$ cat config.mk
export PLATFORM = sky130hd
export DESIGN_NAME = pc_bus_ctrl
export DESIGN_NICKNAME = d
export VERILOG_FILES = /design/src/rtl/pc_bus_ctrl.sv
export SDC_FILE = /design/constraint.sdc
export NUM_CORES = 1
export LEC_CHECK = 0
export CAP_MARGIN = 20
export CORE_MARGIN = 2
export CORE_UTILIZATION = 45
export DETAILED_ROUTE_END_ITERATION = 6
export GPL_TIMING_DRIVEN = 0
export PLACE_DENSITY = 0.9
export SYNTH_ARGS = -nofsm -noshare
export SYNTH_HDL_FRONTEND = slang
export SYNTH_SLANG_ARGS = --single-unit
$ cat constraint.sdc
create_clock -name clk -period 3.9 [get_ports clk]
set_clock_uncertainty 0.15 [all_clocks]
set_input_delay 0.585 -clock clk [delete_from_list [all_inputs] [get_ports clk]]
set_output_delay 0.585 -clock clk [all_outputs]
set_load 0.1 [all_outputs]
$ cat src/rtl/pc_bus_ctrl.sv
// pc_bus_ctrl: 8088 system-bus controller turning the multiplexed CPU bus into
// latched address/data, MEMR/MEMW/IOR/IOW strobes, wait states and a timeout.
module pc_bus_ctrl #(
  parameter int WAIT_MEM = 0,
  parameter int WAIT_IO  = 1,
  parameter int TIMEOUT  = 15,
  parameter int CNT_W    = 4
) (
  input  logic        clk,
  input  logic        rst,
  input  logic [19:0] a,
  input  logic        ale,
  input  logic        rd_n,
  input  logic        wr_n,
  input  logic        iom,
  input  logic        den_n,
  input  logic        dtr,
  input  logic [7:0]  ad_in,
  output logic [7:0]  ad_out,
  output logic        ad_oe,
  output logic        ready,
  output logic [19:0] sys_addr,
  output logic [7:0]  sys_wdata,
  input  logic [7:0]  sys_rdata,
  input  logic        sys_ack,
  output logic        memr_n,
  output logic        memw_n,
  output logic        ior_n,
  output logic        iow_n,
  output logic        bus_err,
  input  logic        clr_err
);
  typedef enum logic [1:0] {IDLE, ADDR, CMD, HOLD} state_t;
  state_t            state_q, state_d;
  logic [19:0]       sys_addr_q, sys_addr_d;
  logic [7:0]        sys_wdata_q, sys_wdata_d, rdata_q, rdata_d;
  logic [CNT_W-1:0]  cnt_q, cnt_d;
  logic              is_io_q, is_io_d, is_wr_q, is_wr_d, bus_err_q, bus_err_d;
  logic              in_cmd, active, done, tmo, bus_idle;
  always_comb begin
    in_cmd      = state_q == CMD;
    active      = in_cmd || state_q == HOLD;
    bus_idle    = rd_n && wr_n;
    done        = in_cmd && sys_ack &&
                  (cnt_q >= (is_io_q ? CNT_W'(WAIT_IO) : CNT_W'(WAIT_MEM)));
    tmo         = in_cmd && !done && cnt_q == CNT_W'(TIMEOUT);
    state_d     = state_q;
    sys_addr_d  = sys_addr_q;
    sys_wdata_d = sys_wdata_q;
    rdata_d     = rdata_q;
    cnt_d       = cnt_q;
    is_io_d     = is_io_q;
    is_wr_d     = is_wr_q;
    bus_err_d   = bus_err_q && !clr_err;
    if (ale) begin
      state_d    = ADDR;
      sys_addr_d = a;
      is_io_d    = iom;
      cnt_d      = '0;
      if (in_cmd) bus_err_d = 1'b1;
    end else begin
      case (state_q)
        ADDR: begin
          cnt_d = '0;
          if (!rd_n) begin
            state_d = CMD;
            is_wr_d = 1'b0;
          end else if (!wr_n) begin
            state_d     = CMD;
            is_wr_d     = 1'b1;
            sys_wdata_d = ad_in;
          end
        end
        CMD: begin
          cnt_d = cnt_q + 1'b1;
          if (done) begin
            state_d = HOLD;
            if (!is_wr_q) rdata_d = sys_rdata;
          end else if (tmo) begin
            state_d   = HOLD;
            rdata_d   = 8'hFF;
            bus_err_d = 1'b1;
          end else if (bus_idle) begin
            state_d   = IDLE;
            bus_err_d = 1'b1;
          end
        end
        HOLD: state_d = bus_idle ? IDLE : HOLD;
        default: state_d = state_q;
      endcase
    end
  end
  always_ff @(posedge clk or negedge rst) begin
    if (!rst) begin
      state_q     <= IDLE;
      sys_addr_q  <= '0;
      sys_wdata_q <= '0;
      rdata_q     <= '0;
      cnt_q       <= '0;
      is_io_q     <= 1'b0;
      is_wr_q     <= 1'b0;
      bus_err_q   <= 1'b0;
    end else begin
      state_q     <= state_d;
      sys_addr_q  <= sys_addr_d;
      sys_wdata_q <= sys_wdata_d;
      rdata_q     <= rdata_d;
      cnt_q       <= cnt_d;
      is_io_q     <= is_io_d;
      is_wr_q     <= is_wr_d;
      bus_err_q   <= bus_err_d;
    end
  end
  // Strobes decode straight from registered state, so reset releases them at once.
  assign memr_n    = !(active && !is_io_q && !is_wr_q);
  assign memw_n    = !(active && !is_io_q &&  is_wr_q);
  assign ior_n     = !(active &&  is_io_q && !is_wr_q);
  assign iow_n     = !(active &&  is_io_q &&  is_wr_q);
  assign ready     = !(in_cmd && !done);
  assign ad_oe     = active && !is_wr_q && !rd_n && !den_n && !dtr;
  assign ad_out    = in_cmd ? sys_rdata : (state_q == HOLD ? rdata_q : 8'h00);
  assign sys_addr  = sys_addr_q;
  assign sys_wdata = sys_wdata_q;
  assign bus_err   = bus_err_q;
endmodule

==> results.md <==
* Peak supply drop at 0.5573 mV
* Grt total ovfl at 0
* Initial antenna violation count at 0
* Row Count at 25
* Initial Util at 0.4648
* CP required at 3.16 ns
* Relative slew margins at 0.3319
* Setup crit start kind: flip-flop
* Leakage power total at 1.433 nW
* Layout cells sized above 1 at 0.1828
* F_max at 275.4 MHz
* Fin Setup TNS at 0 ns
* Drt wl/cell at 14.77 um
* Chip height at 73.62 um
* PortBufs at 87
* Tcrit/Tclk final at 0.9309
* Initial drt markers at 97
* Gr usage total at 0.1924
* Status: complete, no violations
* Synth Instances at 183
* Clk pin slew, worst setup/hold paths at 0.09 ns
* Most area-consuming cells after synthesis: dfrtp_1, mux2_2, mux2i_1
* Worst skew pair latency at 0.29 ns
* Largest net degree at the start of global routing at 24
* Top-count cell post-synth: dfrtp_1
* Die Wd at 73.62 um
* Final hold viol count at 0
* Post-route DRC at 0
* Synth Flop Type: dfrtp_1
* Syn Std Cell Area at 2181 um2
* CTS max path bufs at 2
* Root Buffer: clkbuf_8
* Yosys warns at 0
* Tmin final at 3.631 ns
* RSZ-0062 raised after global routing: no
* Syn nets at 231
* Dominant cell type by area after synthesis: dfrtp_1
* Area grow syn2layout at 49.97%
* Met1 GRT Util at 0.2409
* Worst setup margin at 0.2694 ns
* Sequential share of the synthesized area at 0.5164
* Met3 Use GR at 0.05624
* Mean Syn Cell Area at 11.92 um2
* GP Congestion at 0.8380
* Tightest Pin Transition at 0.9989 ns
* Crit Path Class: flip-flop to primary output
* Post-DP HPWL at 3.712 mm
* Data arrival, critical path at 2.90 ns
* H-tree depth at 2
* CTS sink cnt at 45
* CP Capture Type: primary output
* Vias in the first global route at 1779
* Post-synth top area share at 0.5164
* Met2 Track Usage GR at 0.3234
* Dpl ws at 0.3696 ns
* IO Count at 89
* Worst-path maximum fanout at 10
* CTS tree: done
* R2R setup slack at 1.72 ns
* PD cells at 703.3 nW/um2
* Vias per inst at 5.171
* Total power at 0.002300 W
* Hold WC Path Type: primary input to asynchronous set/reset pin
* Postcts setup bufs at 0
* Global routing's busiest layer: met2
* Via Count at 1722
* Core area at 4692 um2
* Layout Nets at 326
* Total wire length at 4.918 mm
* Antenna-violating nets left at 0
* Final setup viols at 0
* Global-route wire length before repair at 8.024 mm
* TritonRoute pass-1 iters at 4
* FFs w/ async S/R, synth at 1.000
* Flop and latch count out of synthesis at 45
* CTS Buf Count at 5
* Antenna diode count at 0
* Post-synth top cells: dfrtp_1, mux2_2, mux2i_1, inv_1, nor2b_1
* Max-slew violations at 0
* Die area at 5419 um2
* Post-synth EDFFs at 0
* Max Cap Viol at 0
* Synth unique cells at 37
[critical path, cell delays in order (launching register included)]
cell,delay (ns)
dfrtp_1,0.33
buf_2,0.18
clkbuf_1,0.38
clkbuf_1,0.36
nor2b_1,0.21
clkdlybuf4s50_1,1.15
[repair_timing]
| item | CTS | global route |
|---|---|---|
| gates resized for setup | 0 | 1 |
| setup endpoints to repair | 0 | 1 |
| hold buffers | 0 | 0 |
[final timing paths]
kind / start / to / depth (start not counted)
min: rst / sys_addr[1]$_DFFE_PN0P_ / 1
max reg2reg: cnt_q[0]$_DFFE_PN0P_ / rdata_q[3]$_DFFE_PN0P_ / 5
min reg2reg: sys_addr[6]$_DFFE_PN0P_ / sys_addr[6]$_DFFE_PN0P_ / 1
max: state_q[1]$_DFFE_PN0P_ / ad_out[3] / 5
min in group clk: sys_addr[6]$_DFFE_PN0P_ / sys_addr[6]$_DFFE_PN0P_ / 1
max in group asynchronous: rst / cnt_q[0]$_DFFE_PN0P_ / 2
[registers in the layout (all words and copies together), names as in the netlist]
| register | flops |
|---|---|
| bus_err | 1 |
| cnt_q | 4 |
| is_io_q | 1 |
| is_wr_q | 1 |
| rdata_q | 8 |
| state_q | 2 |
| sys_addr | 20 |
| sys_wdata | 8 |
[metal layers]
layer,vias to the layer above,wire length (um)
li1,827,-
met1,838,2115
met2,51,2439
met3,6,327
met4,0,36
met5,-,0
[cell families after synthesis]
group,synth area share
compound gates,0.06942
xor+xnor,0.004017
fa+ha+maj,0.01147
buf+inv,0.04073
flops,0.5164
mux,0.2329
simple gates,0.1251
[report_power, final]
part,internal (W),leakage [nW],switching (W)
sequential,0.000582,0.550,0.0000705
clock,0.000208,0.0574,0.000157
combinational,0.000364,0.825,0.000918
total,0.00115,1.43,0.00115
[metrics by stage]
stage | area, um2 | std cells | hold slack [ns] | utilization
after floorplan | 2187 | 183 | 0.1394 | -
after global placement | 3126 | 324 | 0.3362 | 0.6661
after detailed placement | 3148 | 325 | 0.3444 | 0.6709
after CTS | 3268 | 333 | 0.1314 | 0.6965
after global routing | 3271 | 333 | 0.1577 | 0.6971
final | 3271 | 333 | 0.1177 | 0.6971
[placed cells by master (no fill, tap or decap), drive strengths merged, types with 2 or more instances in the layout]
| cell type | instances |
|---|---|
| nand2 | 6 |
| nor4 | 2 |
| nor2b | 11 |
| and2 | 2 |
| nor3b | 2 |
| dfrtp | 45 |
| inv | 11 |
| nand3 | 4 |
| clkdlybuf4s50 | 85 |
| a31oi | 2 |
| o21ai | 3 |
| clkbuf | 11 |
| nand3b | 2 |
| ha | 2 |
| mux2i | 17 |
| a21oi | 10 |
| nor2 | 5 |
| buf | 8 |
| a21boi | 2 |
| mux2 | 30 |
[area by class of cell]
cell class,count,area [um2]
plain buffers,11,47.55
multi-input cells,116,972.2
inverters,11,41.29
repair buffers,88,895.9
fillers,323,1421
clock inverters,2,37.54
well taps,54,67.56
clock buffers,6,82.58
flip-flops and latches,45,1126
Note: power is estimated with default switching activity, not from simulation.
